[src/rtl/qspi_flash_responder.sv]
// qspi_flash_responder: flash-side model of a quad fast-read device.
// Decodes opcode (1-bit), 24-bit address (4-bit), dummy clocks, then
// streams nibbles from an internal byte memory until chip select rises.
// Everything runs on s_pclk; SCK and CS are oversampled and edge-detected.
module qspi_flash_responder #(
    parameter int          MEM_ADDR_W   = 8,
    parameter int          DUMMY_CYCLES = 6,
    parameter logic [7:0]  READ_CMD     = 8'hEB
) (
    input  logic                  s_pclk,
    input  logic                  s_preset,
    input  logic                  qspi_ck_i,
    input  logic                  qspi_cs_i,
    input  logic [3:0]            qspi_io_i,
    output logic [3:0]            qspi_io_o,
    output logic [3:0]            qspi_io_t,
    input  logic                  mem_we,
    input  logic [MEM_ADDR_W-1:0] mem_waddr,
    input  logic [7:0]            mem_wdata,
    output logic                  cmd_err,
    output logic                  busy
);

    localparam logic [2:0] ST_IDLE   = 3'd0;
    localparam logic [2:0] ST_CMD    = 3'd1;
    localparam logic [2:0] ST_ADDR   = 3'd2;
    localparam logic [2:0] ST_DUMMY  = 3'd3;
    localparam logic [2:0] ST_DATA   = 3'd4;
    localparam logic [2:0] ST_IGNORE = 3'd5;

    // Shift register only keeps what is ever looked at: 7 opcode bits, or
    // the address bits that survive truncation to MEM_ADDR_W.
    localparam int SH_W = (MEM_ADDR_W - 4 > 7) ? (MEM_ADDR_W - 4) : 7;
    localparam logic [7:0] DUMMY_LAST = 8'(DUMMY_CYCLES - 1);

    logic [2:0]            state_reg;
    logic                  ck_q_reg;
    logic                  cs_q_reg;
    logic [7:0]            cnt_reg;
    logic [SH_W-1:0]       shift_reg;
    logic [MEM_ADDR_W-1:0] addr_reg;
    logic                  nib_sel_reg;   // 0: next fall fetches a new byte
    logic                  show_low_reg;  // 1: low nibble currently driven
    logic                  drive_reg;
    logic [7:0]            rd_byte_reg;
    logic [7:0]            mem [0:(2**MEM_ADDR_W)-1];

    logic sck_rise;
    logic sck_fall;
    logic rd_en;

    assign sck_rise = qspi_ck_i & ~ck_q_reg;
    assign sck_fall = ~qspi_ck_i & ck_q_reg;
    assign rd_en    = (state_reg == ST_DATA) & ~qspi_cs_i & sck_fall & ~nib_sel_reg;

    assign busy      = (state_reg != ST_IDLE);
    assign qspi_io_t = drive_reg ? 4'h0 : 4'hF;
    assign qspi_io_o = !drive_reg   ? 4'h0 :
                       show_low_reg ? rd_byte_reg[3:0] : rd_byte_reg[7:4];

    // Byte memory: backdoor write plus registered read on high-nibble fetch.
    // A write and a fetch to the same address in one cycle returns old data.
    always_ff @(posedge s_pclk) begin
        if (mem_we) begin
            mem[mem_waddr] <= mem_wdata;
        end
        if (rd_en) begin
            rd_byte_reg <= mem[addr_reg];
        end
    end

    // Protocol FSM: command/address decode, dummy count, nibble streaming.
    always_ff @(posedge s_pclk) begin
        if (s_preset) begin
            state_reg    <= ST_IDLE;
            ck_q_reg     <= 1'b0;
            cs_q_reg     <= 1'b0;   // forces a fresh CS high->low before next command
            cnt_reg      <= '0;
            shift_reg    <= '0;
            addr_reg     <= '0;
            nib_sel_reg  <= 1'b0;
            show_low_reg <= 1'b0;
            drive_reg    <= 1'b0;
            cmd_err      <= 1'b0;
        end else begin
            ck_q_reg <= qspi_ck_i;
            cs_q_reg <= qspi_cs_i;
            cmd_err  <= 1'b0;
            if (qspi_cs_i) begin
                // CS high wins over any SCK edge in the same cycle
                state_reg    <= ST_IDLE;
                cnt_reg      <= '0;
                shift_reg    <= '0;
                nib_sel_reg  <= 1'b0;
                show_low_reg <= 1'b0;
                drive_reg    <= 1'b0;
            end else begin
                case (state_reg)
                    ST_IDLE: begin
                        if (cs_q_reg) begin
                            state_reg <= ST_CMD;
                            cnt_reg   <= '0;
                            shift_reg <= '0;
                        end
                    end
                    ST_CMD: begin
                        if (sck_rise) begin
                            shift_reg <= {shift_reg[SH_W-2:0], qspi_io_i[0]};
                            if (cnt_reg == 8'd7) begin
                                cnt_reg <= '0;
                                if ({shift_reg[6:0], qspi_io_i[0]} == READ_CMD) begin
                                    state_reg <= ST_ADDR;
                                end else begin
                                    state_reg <= ST_IGNORE;
                                    cmd_err   <= 1'b1;
                                end
                            end else begin
                                cnt_reg <= cnt_reg + 8'd1;
                            end
                        end
                    end
                    ST_ADDR: begin
                        if (sck_rise) begin
                            shift_reg <= {shift_reg[SH_W-5:0], qspi_io_i};
                            if (cnt_reg == 8'd5) begin
                                cnt_reg   <= '0;
                                addr_reg  <= MEM_ADDR_W'({shift_reg, qspi_io_i});
                                state_reg <= ST_DUMMY;
                            end else begin
                                cnt_reg <= cnt_reg + 8'd1;
                            end
                        end
                    end
                    ST_DUMMY: begin
                        if (sck_rise) begin
                            if (cnt_reg == DUMMY_LAST) begin
                                cnt_reg     <= '0;
                                nib_sel_reg <= 1'b0;
                                state_reg   <= ST_DATA;
                            end else begin
                                cnt_reg <= cnt_reg + 8'd1;
                            end
                        end
                    end
                    ST_DATA: begin
                        if (sck_fall) begin
                            drive_reg <= 1'b1;
                            if (!nib_sel_reg) begin
                                nib_sel_reg  <= 1'b1;
                                show_low_reg <= 1'b0;
                            end else begin
                                nib_sel_reg  <= 1'b0;
                                show_low_reg <= 1'b1;
                                addr_reg     <= addr_reg + MEM_ADDR_W'(1);
                            end
                        end
                    end
                    ST_IGNORE: begin
                        drive_reg <= 1'b0;
                    end
                    default: begin
                        state_reg <= ST_IDLE;
                    end
                endcase
            end
        end
    end

endmodule

[config.mk]
export PLATFORM = sky130hd
export DESIGN_NAME = qspi_flash_responder
export DESIGN_NICKNAME = d
export VERILOG_FILES = /design/src/rtl/qspi_flash_responder.sv
export SDC_FILE = /design/constraint.sdc
export NUM_CORES = 2
export LEC_CHECK = 0
export ABC_AREA = 0
export BUFFER_PORTS_ARGS = -buffer_cell sky130_fd_sc_hd__buf_2
export CAP_MARGIN = 20
export CORE_UTILIZATION = 36
export DETAILED_ROUTE_END_ITERATION = 10
export GPL_TIMING_DRIVEN = 0
export HOLD_SLACK_MARGIN = 0.05
export PLACE_DENSITY = 0.5
export SYNTH_ARGS = -nofsm -noshare
export SYNTH_HDL_FRONTEND = slang
export SYNTH_SLANG_ARGS = --single-unit
[constraint.sdc]
create_clock -name s_pclk -period 2.75 [get_ports s_pclk]
set_input_delay 0 -clock s_pclk [delete_from_list [all_inputs] [get_ports s_pclk]]
set_output_delay 0 -clock s_pclk [all_outputs]
set_load 0.005 [all_outputs]
# == After elaboration in Yosys (flattened, before gate mapping) ==
# Memory sizes are Yosys's and may differ from the RTL's. A register that Yosys moved wholly into a read port is not among the register bits.
# Cells that the tools add are included.
# totals
ff_bits,32
elab_cells,100
in_bits,25
n_memories,1
out_inout_bits,10
ramBits,2048
# op_classes
n_reduce_logical,18
n_bitwise,13
n_eq_ne,18
add_sub_neg,2
muxes,38
# mem_list
memory,words,word_bits,rd,rd_ports_with_merged_regs,wr,line,rtl
mem,256,8,1,1,1,46,logic [7:0] mem [0:(2**MEM_ADDR_W)-1];
# op_table
op,count
$mux W8,9
$mux W3,8
$pmux W8 S3,1
$mux W7,3
$pmux W7 S3,1
$ne A2 B2 Y1 const B,9
$add A8 B1 Y8 const B,2
$eq A8 B3 Y1 const B,2
$pmux W8 S2,1
$pmux W3 S5,1
$mux W4,3
$reduce_and A4 Y1,3
$mux W1,9
$reduce_bool A3 Y1,3
$eq A8 B8 Y1 const B,1
$not A1 Y1,8
$reduce_and A8 Y1,1
$eq A3 B2 Y1 const B,2
$eq A3 B3 Y1 const B,2
$reduce_and A6 Y1,1
$reduce_bool A2 Y1,3
$reduce_or A2 Y1,3
$and A1 B1 Y1,5
$reduce_or A5 Y1,1
5 further kinds,7

# == Longest topological paths before layout ==
# logic_depth
ltp_word,5
ltp_mapped,13
ltp_nobuf,8

# == Worst setup path after synthesis ==
# OpenSTA, ideal clock, no wires.
# synth_timing
path_type,reg2reg
startpoint,reg addr_reg[0]
endpoint,"reg rd_byte_reg[7], read port of mem (data pin)"
synth_period_minus_slack_ns,2.564
path_stages_with_launch,11
arrival_ns,2.299
setup_ns,0.264
path_buffers,5
required_ns,2.486
path_slack_ns,0.186
path_cell_list,dfxtp_1 > buf_6 > buf_12 > buf_12 > buf_6 > buf_2 > mux4_2 > a221oi_1 > o21ai_1 > a31oi_1 > o32ai_1
# synth_rtl
element,line,rtl
start: declaration,41,logic [MEM_ADDR_W-1:0] addr_reg;
start signal: assignment,127,"addr_reg <= MEM_ADDR_W'({shift_reg, qspi_io_i});"
start signal: assignment,154,addr_reg <= addr_reg + MEM_ADDR_W'(1);
end: declaration,45,logic [7:0] rd_byte_reg;

==> impl_results.md <==
* Reg2reg start: addr_reg[4]$_SDFFE_PP0P_
* Top_reg_cell synth: edfxtp_1
* Root Driver: clkbuf_16
* Post-DRT Antenna Nets at 0
* CP max stage delay at approximately 0.6 ns
* Initial DRT Pass Iterations at 6
* Most numerous cell on the critical path: clkbuf_2
* HP Class: in -> reg
* Psw at roughly 14 mW
* Input/output buffers at 29
* Part of the cycle the worst path needs at 1.24
* Final setup margin at -0.648 ns
* Vias at between 40,000 and 50,000
* Max Cap Viol at 0
* CP endpoint kind: flip-flop
* Clock group share of total power at 0.445
* RSZ-0062 raised after global routing: yes
* Setup crit end: rd_byte_reg[0]$_DFFE_PP_
* CP Launch Type: flip-flop
* Synth cell types at between 70 and 80
* CTS tree: done
* Slew headroom at 0.154
* Die area at 229,000 um2
* Stages on worst setup path at 8
* Core Box Area at 225,000 um2
* EDFF count, synth at 2,056
* Crit-path slowest cell: nand2_1
* CP bufs+invs at 2
* Worst r2r path cells at 8
* Cell family with the largest share of critical-path delay: simple AND/OR/NAND/NOR gates
* Syn_nets at roughly 4,100
* Synth top area cells: edfxtp_1 (75%), mux4_2 (12%), mux2i_1 (3.0%)
* WL final at 365 mm
* Clock sinks at around 2,100
* Clock transition at path regs at 0.07 ns
* Area share of the largest cell type after synthesis at 0.754
* Post-placement cell count at slightly above 7,000
* Worst Setup SP: addr_reg[4]$_SDFFE_PP0P_
* Synth Instances at about 4,100
* Combinational power share at 0.016
* Synthesized cell area at around 82,000 um2
* Final hold violations at 0
* Synthesis warning total at 0
* H-Tree Depth at 4
* Row cnt at 174
* Worst-Skew Late Latency at 0.91 ns
* Vias in the first global route at 46,000
* Antenna violations before repair at 34
* Via density at 6.25
* PwrDens at approximately 640 nW/um2
* Congestion Overflow GR at 0
* Critical path class: reg -> reg
* I/O pin count at 35
* Layout cells sized above 1 at 0.334
* Sequential power share at 0.540
* Failing checks: setup timing
* Cell with the most instances after synthesis: edfxtp_1
* Worst Path Max Fanout at 10
* Layout Cells excl Fill at 7,852
* Critical path data arrival time at ~4.2 ns
* Crit path time final at 3.40 ns
* Largest net degree at the start of global routing at 137
* Avg Inst Size Synth at approximately 20 um2
* Remaining DRCs at 0
* Worst-Margin Slew at 1.26 ns
* Final Skew at about 0.053 ns
* Reg-to-Reg End: rd_byte_reg[0]$_DFFE_PP_
* Hold Slack at between 0.08 and 0.09 ns
* Drt wl/cell at approximately 46 um
* Longest Clk Path Bufs at 3
* Max reg flops at just over 2,000
* Initial Utilization at 0.363
* Status: finished with violations
* Top post-synthesis cells by count: edfxtp_1 (2,056), mux4_2 (433), nor2_1 (315), mux2i_1 (244), clkbuf_1 (121)
* Async S/R FF share, synth at 0
* Detailed Place HPWL at about 240 mm
* Total CTS buffers at ~210
* Total power at between 60 and 70 mW
* R2R Setup Slk at -0.65 ns
* Iter 0 DRT Violations at 8,471
* Slew Viols, Final at 0
* Internal Power at approximately 50 mW
* Die Y at 479 um
* Register bit total from synthesis at 2,088
* Seq/Total Area, Yosys at 0.762
* Critical path required time at around 3.5 ns
* Die width at ~480 um
* Area grow syn2layout at 23.3%
* FMAX at about 290 MHz
* First-pass GRT wire length at 467 mm
* Largest reg by FF count: mem
* Layout Nets at about 4,700
* GPL Wtd Cong at roughly 1.0
* Final core utilization at 0.448
* All-Layer GR Usage at 0.316
* Worst vdd ir at about 600 uV
* Final setup viols at 840
* Synth area leader: edfxtp_1
* CP Cell Sequence: clkbuf_2 -> clkbuf_2 -> nand2_1 -> nor2_4 -> o211ai_1 -> o311ai_2 -> a211o_1 -> a32o_1
* Sw Share at 0.215
* Leak at between 30 and 40 nW
-- metrics by stage --
step / TNS, ns / setup slack [ns] / cell area (um2)
after floorplan: 0 / 0.186 / 81900
after global placement: -5120.51 / -4.56 / 85800
after detailed placement: -1193.70 / -3.54 / 87300
after CTS: -8.39 / -0.479 / 100000
after global routing: -4.88 / -0.561 / 101000
final: -110.02 / -0.648 / 101000
-- cell families after synthesis --
logic type | synth area share
AOI/OAI and AO/OA | 0.0373
buffers and inverters | 0.0187
and+or+nand+nor | 0.0307
DFF | 0.762
xor gates and xnor gates | 0.000535
adders and majority gates | 0.000459
muxes | 0.150
-- cells in the final DEF (no fill, tap or decap), types with 47 or more instances in the layout --
cell / instances
buf_8: 48
edfxtp_1: 2056
clkinv_1: 54
nand2_1: 88
nor2_1: 195
a21oi_1: 71
clkbuf_1: 106
buf_12: 89
buf_16: 93
mux2i_1: 213
mux4_2: 433
buf_6: 47
nor2_2: 116
buf_4: 191
clkbuf_16: 220
-- power by group through the flow --
stage	Sequential, mW	Clock, mW	Combinational, mW
2_1_floorplan	35.7	0	0.153
3_3_place_gp	35.8	0	0.816
3_5_place_dp	35.7	0	0.925
4_1_cts	35.0	28.9	0.972
5_1_grt	35.0	30.0	1.04
6_report	35.0	28.9	1.02
-- per-layer routing --
| metal | global-route usage | part of all wire | vias to the layer above |
|---|---|---|---|
| met5 | 0.00124 | 0.00037 | - |
| met4 | 0.214 | 0.079 | 22 |
| met3 | 0.104 | 0.12 | 936 |
| met2 | 0.458 | 0.43 | 3717 |
| met1 | 0.402 | 0.37 | 26300 |
| li1 | - | - | 18100 |
-- final cells by class --
cell class	count	area (um2)
diodes	13	32.5
plain buffers	253	3490
clock buffers	276	5650
clock inverters	121	1130
fillers	19300	124000
inverters	12	67.6
multi-input cells	1699	19600
flip-flops and latches	2088	62400
well taps	2992	3740
repair buffers	398	4830
-- repair_timing --
action | 4_1_cts | 5_1_grt
setup endpoints to repair | 211 | 539
cloned | 8 | 0
hold buffers | 37 | 1
resized for setup | 786 | 129
endpoints found under the hold margin | 1621 | 16
pin swaps | 46 | 26
setup buffers | 198 | 49
-- worst min path at each step --
stage / start / to / slack, ns / depth (start not counted)
finish: mem_waddr[7] / mem[213][2]$_DFFE_PP_ / 0.08 / 3
global route: mem_waddr[7] / mem[213][0]$_DFFE_PP_ / 0.07 / 3
CTS: qspi_io_i[3] / shift_reg[3]$_SDFFE_PP0P_ / 0.06 / 6
detailed placement: qspi_ck_i / ck_q_reg$_SDFF_PP0_ / 0.29 / 2
global placement: qspi_ck_i / ck_q_reg$_SDFF_PP0_ / 0.25 / 2
floorplan: mem_wdata[0] / mem[0][0]$_DFFE_PP_ / 0.1 / 0
-- worst min-delay path, stage by stage --
cell,delay (ns)
buf_2,0.20
nand3_1,0.35
nor2_2,0.21
Note: power is estimated with default switching activity, not from simulation.
